$ cat src/rtl/uart_pkg.sv
// -----------------------------------------------------------------------------
// uart_pkg
// Shared definitions for the UART transmit arbiter slice.
//   UART_BYTE_W : width of one transmitted byte
//   arb_state_e : arbiter FSM state encoding (2 bits)
// -----------------------------------------------------------------------------
package uart_pkg;

    localparam int UART_BYTE_W = 8;

    typedef enum logic [1:0] {
        ST_ARB       = 2'd0,  // choose the next byte (or wait for the lock owner)
        ST_ISSUE     = 2'd1,  // start pulse to the transmitter
        ST_WAIT_BUSY = 2'd2,  // wait for the transmitter to acknowledge with busy
        ST_WAIT_IDLE = 2'd3   // wait for the frame to finish
    } arb_state_e;

endpackage

$ cat src/rtl/uart_tx_arbiter_rr_pick.sv
// -----------------------------------------------------------------------------
// rr_pick
// Combinational round-robin selector.
//   req_i   : request vector, one bit per requester
//   ptr_i   : index that has highest priority when unlocked
//   lock_i  : when set only owner_i may be picked
//   owner_i : current packet owner
//   pick_o  : one-hot selected requester, zero when nothing selectable
//   idx_o   : index of pick_o (zero when pick_o is zero)
// -----------------------------------------------------------------------------
module rr_pick #(
    parameter int N_REQ = 4,
    parameter int IDX_W = 2
) (
    input  logic [N_REQ-1:0] req_i,
    input  logic [IDX_W-1:0] ptr_i,
    input  logic             lock_i,
    input  logic [IDX_W-1:0] owner_i,
    output logic [N_REQ-1:0] pick_o,
    output logic [IDX_W-1:0] idx_o
);

    always_comb begin
        // NOTE: defaults first so every path assigns both outputs; otherwise a latch is inferred.
        pick_o = '0;
        idx_o  = '0;
        if (lock_i) begin
            // A locked packet stalls everyone else until its owner continues.
            if (req_i[owner_i]) begin
                pick_o[owner_i] = 1'b1;
                idx_o           = owner_i;
            end
        end else begin
            // Scan from farthest to nearest so the last hit kept is the first
            // valid requester at or after ptr_i (modulo N_REQ).
            for (int k = N_REQ - 1; k >= 0; k--) begin
                if (req_i[(int'(ptr_i) + k) % N_REQ]) begin
                    pick_o = '0;
                    pick_o[(int'(ptr_i) + k) % N_REQ] = 1'b1;
                    idx_o  = IDX_W'((int'(ptr_i) + k) % N_REQ);
                end
            end
        end
    end

endmodule

$ cat src/rtl/uart_tx_arbiter.sv
// -----------------------------------------------------------------------------
// uart_tx_arbiter
// Shares one byte-wide UART transmitter among N_REQ byte-stream requesters with
// round-robin arbitration and packet lock (a packet is never interleaved).
//   clk, rst_n   : clock, asynchronous active-low reset
//   i_req_valid  : requester r offers a byte
//   i_req_data   : byte of requester r in bits [8r+7:8r]
//   i_req_last   : offered byte closes its packet
//   o_req_ready  : byte of requester r taken this cycle (one-hot or zero)
//   o_grant      : one-hot current owner, zero when unowned
//   o_tx_data    : byte to the transmitter, stable from ISSUE to next accept
//   o_tx_start   : one-cycle start pulse to the transmitter
//   i_tx_busy    : transmitter busy flag
//   o_busy       : arbiter holds a byte or a packet lock
//   o_err        : sticky, transmitter never went busy after a start
// -----------------------------------------------------------------------------
module uart_tx_arbiter
    import uart_pkg::*;
#(
    parameter int N_REQ   = 4,
    parameter int BUSY_TO = 8
) (
    input  logic                         clk,
    input  logic                         rst_n,
    input  logic [N_REQ-1:0]             i_req_valid,
    input  logic [UART_BYTE_W*N_REQ-1:0] i_req_data,
    input  logic [N_REQ-1:0]             i_req_last,
    output logic [N_REQ-1:0]             o_req_ready,
    output logic [N_REQ-1:0]             o_grant,
    output logic [UART_BYTE_W-1:0]       o_tx_data,
    output logic                         o_tx_start,
    input  logic                         i_tx_busy,
    output logic                         o_busy,
    output logic                         o_err
);

    localparam int IDX_W = (N_REQ > 1) ? $clog2(N_REQ) : 1;
    localparam int CNT_W = $clog2(BUSY_TO + 1);
    localparam logic [N_REQ-1:0] ONE_HOT0 = N_REQ'(1);

    arb_state_e             state_q;
    logic [IDX_W-1:0]       owner_q;
    logic [IDX_W-1:0]       rr_ptr_q;
    logic                   lock_q;
    logic                   last_q;
    logic                   tx_start_q;
    logic                   err_q;
    logic [UART_BYTE_W-1:0] tx_data_q;
    logic [CNT_W-1:0]       cnt_q;

    logic [N_REQ-1:0]       pick;
    logic [IDX_W-1:0]       pick_idx;
    logic [IDX_W-1:0]       next_ptr;

    rr_pick #(
        .N_REQ (N_REQ),
        .IDX_W (IDX_W)
    ) u_rr_pick (
        .req_i   (i_req_valid),
        .ptr_i   (rr_ptr_q),
        .lock_i  (lock_q),
        .owner_i (owner_q),
        .pick_o  (pick),
        .idx_o   (pick_idx)
    );

    // Priority moves to the requester after the one just served, wrapping.
    assign next_ptr = (owner_q == IDX_W'(N_REQ - 1)) ? '0 : owner_q + IDX_W'(1);

    // Ready is combinational so a byte is taken in the same cycle it is chosen.
    assign o_req_ready = (state_q == ST_ARB) ? pick : '0;
    assign o_grant     = ((state_q != ST_ARB) || lock_q) ? (ONE_HOT0 << owner_q) : '0;
    assign o_busy      = (state_q != ST_ARB) || lock_q;
    assign o_tx_data   = tx_data_q;
    assign o_tx_start  = tx_start_q;
    assign o_err       = err_q;

    always_ff @(posedge clk or negedge rst_n) begin
        if (!rst_n) begin
            state_q    <= ST_ARB;
            owner_q    <= '0;
            rr_ptr_q   <= '0;
            lock_q     <= 1'b0;
            last_q     <= 1'b0;
            tx_start_q <= 1'b0;
            err_q      <= 1'b0;
            tx_data_q  <= '0;
            cnt_q      <= '0;
        end else begin
            // NOTE: non-blocking assignments only, so every register sees pre-edge values.
            tx_start_q <= 1'b0;
            case (state_q)
                ST_ARB: begin
                    if (|pick) begin
                        owner_q    <= pick_idx;
                        tx_data_q  <= i_req_data[32'(pick_idx) * UART_BYTE_W +: UART_BYTE_W];
                        last_q     <= i_req_last[pick_idx];
                        tx_start_q <= 1'b1;
                        state_q    <= ST_ISSUE;
                    end
                end
                ST_ISSUE: begin
                    cnt_q   <= '0;
                    state_q <= ST_WAIT_BUSY;
                end
                ST_WAIT_BUSY: begin
                    if (i_tx_busy) begin
                        state_q <= ST_WAIT_IDLE;
                    end else if (cnt_q == CNT_W'(BUSY_TO - 1)) begin
                        // Transmitter ignored the start: drop the packet, flag it.
                        err_q    <= 1'b1;
                        lock_q   <= 1'b0;
                        rr_ptr_q <= next_ptr;
                        state_q  <= ST_ARB;
                    end else begin
                        cnt_q <= cnt_q + CNT_W'(1);
                    end
                end
                ST_WAIT_IDLE: begin
                    if (!i_tx_busy) begin
                        state_q <= ST_ARB;
                        if (last_q) begin
                            lock_q   <= 1'b0;
                            rr_ptr_q <= next_ptr;
                        end else begin
                            lock_q   <= 1'b1;
                        end
                    end
                end
                default: state_q <= ST_ARB;
            endcase
        end
    end

endmodule

$ cat config.mk
export PLATFORM = sky130hd
export DESIGN_NAME = uart_tx_arbiter
export DESIGN_NICKNAME = d
export VERILOG_FILES = /design/src/rtl/uart_pkg.sv /design/src/rtl/uart_tx_arbiter_rr_pick.sv /design/src/rtl/uart_tx_arbiter.sv
export SDC_FILE = /design/constraint.sdc
export NUM_CORES = 1
export LEC_CHECK = 0
export BUFFER_PORTS_ARGS = -buffer_cell sky130_fd_sc_hd__buf_2
export CAP_MARGIN = 20
export CORE_UTILIZATION = 56
export CTS_CLUSTER_DIAMETER = 30
export DETAILED_ROUTE_END_ITERATION = 6
export PLACE_DENSITY = 0.93
export SLEW_MARGIN = 15
export SYNTH_ARGS = -nofsm -noshare
export SYNTH_HDL_FRONTEND = slang
export SYNTH_SLANG_ARGS = --single-unit
$ cat constraint.sdc
create_clock -name clk -period 6.7 [get_ports clk]
set_input_delay 1.34 -clock clk [delete_from_list [all_inputs] [get_ports clk]]
set_output_delay 1.34 -clock clk [all_outputs]
set_load 0.02 [all_outputs]
; After elaboration in Yosys (flattened, before gate mapping)
; Index checks and enable logic that the tools add are counted.
[op_classes]
n_shift = 2
addsub = 5
order_cmp = 11
multipliers = 0
eq_ne = 12
bitwise = 4
div = 0
n_mux = 60
reduce_logical = 20
[op_table]
columns = op, count
row1 = $mux W4, 10
row2 = $shiftx A32 B6 Y8, 1
row3 = $mux W2, 15
row4 = $mux W1, 20
row5 = $bmux W1 S2, 6
row6 = $lt A3 B4 Y1 const B, 3
row7 = $demux W1 S2, 5
row8 = $ne A2 B2 Y1 const B, 5
row9 = $ge A3 B1 Y1 const B, 3
row10 = $lt A2 B3 Y1 const B, 3
row11 = $reduce_and A3 Y1, 3
row12 = $pmux W2 S4, 1
row13 = $pmux W4 S2, 1
row14 = $eq A2 B2 Y1 const B, 3
row15 = $reduce_bool A2 Y1, 3
row16 = $reduce_or A2 Y1, 3
row17 = $logic_and A1 B1 Y1, 5
row18 = $reduce_and A5 Y1, 1
row19 = $add A2 B1 Y2 const B, 2
row20 = $add A2 B2 Y2 const B, 2
row21 = $add A4 B1 Y4 const B, 1
row22 = $eq A4 B3 Y1 const B, 1
row23 = $ge A2 B1 Y1 const B, 2
row24 = $pmux W2 S2, 1
row25 = 12 further kinds, 14
[totals]
out_inout_bits = 19
latch_bits = 0
word_cells = 123
mem_bits_rw = 0
memories = 0
rom_bits = 0
ff_bits = 22

; Depth between registers and ports, before layout
; Gate-level depths: netlist (run 1).
[depth]
ltp_word = 15
mapped_depth = 12
mapped_depth_nobuf = 9

; Cells and area by module
; From an unflattened synthesis (run 1), not the netlist that was laid out.
[unflattened]
cells_unflattened = 167
hier_area_um2 = 1785.5
[modules_own_cells]
columns = module, n_inst, seq_area_each_um2, cells_per_inst, area_per_inst_um2
row1 = uart_tx_arbiter, 1, 550.5, 99, 1260.0
row2 = rr_pick, 1, 0.0, 68, 525.5

; Worst setup path before layout (run 1)
; OpenSTA, ideal clock, no wires.
[synth_path]
path_type = input port to output port
from = input i_req_valid[2]
to = output o_req_ready[2]
arrival_time_ns = 2.723
slack_ns = 2.637
stages = 7
required_time_ns = 5.360
cell_sequence = buf_2 -> mux2_4 -> nor3_1 -> a32o_1 -> a22oi_1 -> o211a_2 -> nor2_1
[synth_between]
elab_chain_cells = 9
word_cells_on_any_way = 20
[synth_rtl]
columns = element, line
row1 = start: declaration, uart_tx_arbiter.sv:25  ; input logic [N_REQ-1:0] i_req_valid,
row2 = $bmux W1 S2, uart_tx_arbiter_rr_pick.sv:37  ; if (req_i[(int'(ptr_i) + k) % N_REQ]) begin
row3 = $mux W1 (not written as such) (2 in series), uart_tx_arbiter_rr_pick.sv:37
row4 = $mux W4 (4 in series), uart_tx_arbiter_rr_pick.sv:37
row5 = $mux W4 *, uart_tx_arbiter_rr_pick.sv:27  ; if (lock_i) begin
row6 = $mux W4 *, uart_tx_arbiter.sv:71  ; assign o_req_ready = (state_q == ST_ARB) ? pick : '0;
row7 = end: declaration, uart_tx_arbiter.sv:28  ; output logic [N_REQ-1:0] o_req_ready,
; Mark *: on every way between the ends. The rest lies on a longest branch, timed or not. The select of a mux whose other input is x is not followed.

; Final worst setup path (run 1)
[layout_path]
from = register rr_ptr_q[1]
to = output o_req_ready[2]
[layout_between]
elab_chain_cells = 13
word_cells_on_any_way = 46
[layout_rtl]
columns = element, line
row1 = start: declaration, uart_tx_arbiter.sv:43  ; logic [IDX_W-1:0] rr_ptr_q;
row2 = start signal: assignment, uart_tx_arbiter.sv:113  ; rr_ptr_q <= next_ptr;
row3 = start signal: assignment, uart_tx_arbiter.sv:124  ; rr_ptr_q <= next_ptr;
row4 = $add A2 B2 Y2, "uart_tx_arbiter_rr_pick.sv:37, uart_tx_arbiter_rr_pick.sv:39"
row5 = $reduce_or A2 Y1 (no source line), -
row6 = $and A1 B1 Y1 (no source line), -
row7 = $lt A3 B4 Y1 (not written as such) or $ge A3 B1 Y1 (tied branches), uart_tx_arbiter_rr_pick.sv:39  ; pick_o[(int'(ptr_i) + k) % N_REQ] = 1'b1;
row8 = $logic_and A1 B1 Y1 (not written as such), uart_tx_arbiter_rr_pick.sv:39
row9 = $mux W1 (not written as such), uart_tx_arbiter_rr_pick.sv:39
row10 = $demux W1 S2, -
row11 = $mux W4 (3 in series), uart_tx_arbiter_rr_pick.sv:37
row12 = $mux W4 *, uart_tx_arbiter_rr_pick.sv:37
row13 = $mux W4 *, uart_tx_arbiter_rr_pick.sv:27
row14 = $mux W4 *, uart_tx_arbiter.sv:71
; Marks and branches as above.

==> flow_summary.json, run 1 <==
{
  "synth_seq_cells": 22,
  "path_clk_slew_ns": 0.08,
  "synthMostInstantiatedCell": "dfrtp_1",
  "route.detailed.drc": 0,
  "cts_buffers": 3,
  "grt_remaining_overflow": 0,
  "cts_tree": "yes",
  "dr.pass1.iters": 4,
  "relSlewSlack": 0.473,
  "routabilityCongestion": 0.868,
  "whs_ns": 0.482,
  "finalMaxSlewViolations": 0,
  "clock-sinks": 22,
  "die_w_um": 63.4,
  "fp-row-count": 21,
  "drt-vias-per-instance": 5.95,
  "routed_wl_um": 5180,
  "layout_setup_ws_ns": 2.14,
  "drt_iter0_markers": 151,
  "power.density_nw_per_um2": 529,
  "vdd_drop_max_mv": 0.293,
  "layout-drive-gt1-share": 0.329,
  "ant_nets": 0,
  "worst-setup-path-type": "flop to output pin",
  "wl_per_cell_um": 16.0,
  "ys.flop_type": "dfrtp_1",
  "use_met2": 0.436,
  "final_cells": 323,
  "nets": 333,
  "ys_seq_area_frac": 0.261,
  "yosysTopAreaCell": "dfrtp_1",
  "grt_max_degree": 29,
  "yosysWarnings": 0,
  "clock_insertion_delay_worst_skew_ns": 0.27,
  "syn_to_final_growth_pct": 16.2,
  "rsz0062_at_grt": "no",
  "grt_busiest_layer": "met2",
  "vias": 1921,
  "syn_inst": 226,
  "portBuffers": 61,
  "htreeDepth": 1,
  "fmax_mhz": 219,
  "synth_area_um2": 2110,
  "die_area_um2": 4010,
  "num_io_pins": 62,
  "yosys-top-cells-area": "dfrtp_1 (26%), mux2i_1 (10%), ha_1 (7.1%)",
  "start_util": 0.608,
  "period_share": 0.681,
  "start_kind": "flop",
  "outcome": "finished clean",
  "die_height_um": 63.4,
  "fin_skew_ns": 0.00854,
  "grt_usage": 0.270,
  "synth_async_sr_flop_share": 1.00,
  "antenna_found_initial": 0,
  "cp_max_fo": 14,
  "clockBufferDepth": 2,
  "synth_nets": 281,
  "grt_pass1_wl_um": 8570,
  "met1_usage": 0.368,
  "dp.cells": 319,
  "tns_ns": 0,
  "synth_edf_count": 0,
  "groute.layer.met3.usage": 0.0435,
  "p_leak_nw": 1.19,
  "period_minus_slack_ns": 4.56,
  "pre_cts_slack_ns": 2.45,
  "cts_setup_buffers": 0,
  "cp.arrival_ns": 3.22,
  "tightest_slew_ns": 0.787,
  "maxCapViolCount": 0,
  "ctsResizeCount": 0,
  "synth.avg_cell_area_um2": 9.33,
  "coreArea_um2": 3470,
  "hpwl_um": 3810,
  "hp-class": "flop to flop",
  "finalHoldViolCount": 0,
  "end_kind": "output pin",
  "n_antenna_cell": 0,
  "holdBufCountCts": 0,
  "synth_cell_types": 52,
  "finalSetupViolations": 0,
  "final_core_util": 0.706,
  "cp_data_required_time_ns": 5.36,
  "cts_root_buf": "clkbuf_8",
  "synthTopCellsByCount": "dfrtp_1 (22), mux2i_1 (21), a21oi_1 (19)",
  "grt_pass1_vias": 1792,
  "synth_top_area_share": 0.261
}
[metrics by stage]
stage / total power [W] / instance area (µm²)
finish: 0.00130 / 2450
global route: 0.00139 / 2450
CTS: 0.00129 / 2450
detailed placement: 0.00116 / 2380
global placement: 0.00113 / 2380
floorplan: 0.000999 / 2110
[where the power goes]
part           total (W)  internal (W)  switching, W
logic           0.000887      0.000400      0.000487
clock network   0.000125     0.0000799     0.0000454
registers       0.000284      0.000191     0.0000930
total            0.00130      0.000671      0.000626
[cells in the final DEF (no fill, tap or decap), drive strengths merged, types with 2 or more instances in the layout]
cell     count
nand2       11
o22ai        4
nor4         2
nand4b       2
mux2i       22
dfrtp       22
a21oi       20
inv         11
nor2        16
buf         62
o211a        2
o211ai       3
nand3        2
mux2        14
a32oi        2
nor2b        6
a32o         5
nor3         5
o2111ai      2
o21ai        5
ha          12
nand2b      14
a21o         3
o31ai        2
clkbuf       3
a22oi        9
[path summary, 6_finish.rpt]
| kind | startpoint | slack [ns] | cells past startpoint | endpoint |
|---|---|---|---|---|
| worst max-delay path | rr_ptr_q[1] | 2.14 | 9 | o_req_ready[2] |
| min in group asynchronous | rst_n | 1.02 | 1 | o_tx_data[4] |
| max in group asynchronous | rst_n | 5.33 | 1 | o_tx_data[2] |
| worst max register to register | rr_ptr_q[1] | 2.97 | 9 | o_tx_data[1] |
| worst min register to register | o_err | 0.48 | 1 | o_err |
| worst min-delay path | o_err | 0.48 | 1 | o_err |
[critical path, stage by stage (launching register included)]
cell	delay, ns
dfrtp_1	0.73
inv_1	0.23
ha_1	0.55
mux2i_1	0.16
mux2i_1	0.41
a21oi_1	0.13
or3_1	0.32
o211a_2	0.15
nor2_1	0.09
buf_2	0.17
[sequential cells by signal, indices dropped and copies added, names as in the netlist]
signal / cells
rr_ptr_q: 2
o_tx_start: 1
state_q: 2
lock_q: 1
cnt_q: 4
last_q: 1
owner_q: 2
o_tx_data: 8
o_err: 1
[cell type report]
type	instances	area (µm²)
multi-input combinational	178	1420
timing repair buffer	62	313
fill	256	1020
tap	46	57.6
clock inverter	1	30.0
clock buffer	3	41.3
sequential	22	551
inverter	11	41.3
[cell families after synthesis]
kind of cell,count (synthesis),synth area share
buffers and inverters,26,0.0671
AO/OA/AOI/OAI,66,0.242
AND/OR/NAND/NOR,64,0.160
flip-flops,22,0.261
multiplexers,36,0.199
adder cells (fa/ha/maj),12,0.0712
[layer usage]
| metal | wire length [µm] | share of wire |
|---|---|---|
| met1 | 2300 | 0.44 |
| met2 | 2580 | 0.50 |
| met3 | 232 | 0.045 |
| met4 | 72 | 0.014 |
| met5 | 0 | 0 |
No activity file was read; power rests on OpenSTA's default activity.
==> run 2: changes to the inputs <==
--- a/config.mk
+++ b/config.mk
@@ -7,10 +7,10 @@
 export LEC_CHECK = 0
 export BUFFER_PORTS_ARGS = -buffer_cell sky130_fd_sc_hd__buf_2
 export CAP_MARGIN = 20
-export CORE_UTILIZATION = 56
+export CORE_UTILIZATION = 52
 export CTS_CLUSTER_DIAMETER = 30
 export DETAILED_ROUTE_END_ITERATION = 6
-export PLACE_DENSITY = 0.93
+export PLACE_DENSITY = 0.87
 export SLEW_MARGIN = 15
 export SYNTH_ARGS = -nofsm -noshare
 export SYNTH_HDL_FRONTEND = slang
==> constraint.sdc (replaced) <==
create_clock -name clk -period 4.5 [get_ports clk]
set_input_delay 0.9 -clock clk [delete_from_list [all_inputs] [get_ports clk]]
set_output_delay 0.9 -clock clk [all_outputs]
set_load 0.02 [all_outputs]
==> flow_summary.json, run 2 (synthesized netlist as in run 1, its figures left out) <==
{
  "outcome": "finished clean",
  "vdd_drop_max_mv": 0.358,
  "vias": 1888,
  "grt_usage": 0.236,
  "cts_root_buf": "clkbuf_8",
  "cts_tree": "yes",
  "startpoint": "rr_ptr_q[0]",
  "routabilityCongestion": 0.873,
  "maxCapViolCount": 0,
  "final_cells": 325,
  "wl_per_cell_um": 14.3,
  "crit_path_frequent_cell": "mux2i_1",
  "routed_wl_um": 4650,
  "fillers": 302,
  "num_io_pins": 62,
  "route.detailed.drc": 0,
  "grt_pass1_wl_um": 7960,
  "cp_cell_sequence": "inv_2 -> ha_1 -> mux2i_1 -> mux2i_1 -> a21oi_1 -> or3_1 -> o211a_2 -> nor2_1 -> buf_2",
  "ctsResizeCount": 0,
  "drt_iter0_markers": 128,
  "cts_buffers": 3,
  "cp-endpoint": "o_req_ready[2]",
  "dp.cells": 321,
  "layout-drive-gt1-share": 0.329,
  "hpwl_um": 3420,
  "cp.arrival_ns": 3.13,
  "clock-sinks": 22,
  "fp-row-count": 22,
  "ant_nets": 0,
  "grt_remaining_overflow": 0,
  "nets": 333,
  "slowest_stage": "dfrtp_1",
  "power.density_nw_per_um2": 774,
  "die_area_um2": 4310,
  "antenna_found_initial": 0,
  "ff2ff_path_depth": 9,
  "finalMaxSlewViolations": 0,
  "period_share": 0.896,
  "cts_setup_buffers": 0,
  "end_kind": "output pin",
  "drt-vias-per-instance": 5.81,
  "fin_skew_ns": 0.00115,
  "rsz0062_at_grt": "no",
  "htreeDepth": 1,
  "r2r_end": "o_tx_data[2]",
  "worst-setup-path-type": "flop to output pin",
  "holdBufCountCts": 0,
  "start_kind": "flop",
  "tightest_slew_ns": 0.752,
  "finalHoldViolCount": 0,
  "die_height_um": 65.7,
  "p_leak_nw": 1.19,
  "coreArea_um2": 3770,
  "period_minus_slack_ns": 4.03,
  "cp_data_required_time_ns": 3.60,
  "finalSetupViolations": 0,
  "start_util": 0.559,
  "largest_register_ffs": 8,
  "clock_insertion_delay_worst_skew_ns": 0.26,
  "grt_pass1_vias": 1678,
  "rrSetupSlack_ns": 0.87,
  "path_clk_slew_ns": 0.08,
  "syn_to_final_growth_pct": 16.3,
  "clockBufferDepth": 2,
  "layout_commonest_cell": "buf_2",
  "portBuffers": 61,
  "grt_max_degree": 29,
  "regToRegStartpoint": "rr_ptr_q[0]",
  "fmax_mhz": 248,
  "hp-class": "flop to flop",
  "relSlewSlack": 0.497,
  "die_w_um": 65.7,
  "crit_path_max_incr_delay_ns": 0.70,
  "cp_max_fo": 15,
  "dr.pass1.iters": 4,
  "most-common-layout-cells": "buf_2 (61), dfrtp_1 (22), mux2i_1 (21)",
  "n_antenna_cell": 0,
  "tns_ns": 0,
  "whs_ns": 0.497
}
run 2: through the flow:
step	area [µm²]	total power [W]	utilization	worst slack, ns
2_1_floorplan	2110	0.00149	-	1.26
4_1_cts	2450	0.00190	0.650	0.506
6_report	2450	0.00190	0.650	0.470
3_5_place_dp	2380	0.00171	0.631	0.799
3_3_place_gp	2380	0.00168	0.631	0.922
5_1_grt	2450	0.00207	0.650	0.209
run 2: layout make-up:
| cell class | instances | area [µm²] | area share |
|---|---|---|---|
| clock buffers | 3 | 41.3 | 0.0168 |
| clock inverters | 1 | 30.0 | 0.0122 |
| inverters | 11 | 41.3 | 0.0168 |
| multi-input cells | 178 | 1420 | 0.578 |
| flip-flops and latches | 22 | 551 | 0.224 |
| well taps | 48 | 60.1 | 0.0245 |
| repair buffers | 62 | 313 | 0.128 |
run 2: report_power, final:
part | total, W | leakage, nW | internal (W) | switching [W]
clock network | 0.000181 | 0.0357 | 0.000119 | 0.0000625
logic | 0.00129 | 0.885 | 0.000596 | 0.000699
registers | 0.000424 | 0.270 | 0.000285 | 0.000138
run 2: worst max-delay path, delay by kind of cell (launching register included):
kind / cells / cell delay, ns
flops: 1 / 0.70
mux: 2 / 0.58
fa+ha+maj: 1 / 0.53
simple gates: 2 / 0.40
buf+inv: 2 / 0.39
compound gates: 2 / 0.28
run 2: layer usage:
metal / global-route usage / part of all wire / wire length, µm
met5: 0 / 0 / 0
met4: 0.0408 / 0.0047 / 22
met3: 0.0417 / 0.061 / 285
met2: 0.360 / 0.46 / 2120
met1: 0.349 / 0.48 / 2230
run 2: how the worst min path moves through the flow:
stage / from / slack (ns) / cells after the start / end
5_1_grt: o_err / 0.52 / 1 / o_err
2_1_floorplan: last_q / 0.51 / 2 / last_q
3_5_place_dp: o_err / 0.46 / 1 / o_err
3_3_place_gp: o_err / 0.45 / 1 / o_err
6_report: o_err / 0.50 / 1 / o_err
4_1_cts: o_err / 0.50 / 1 / o_err
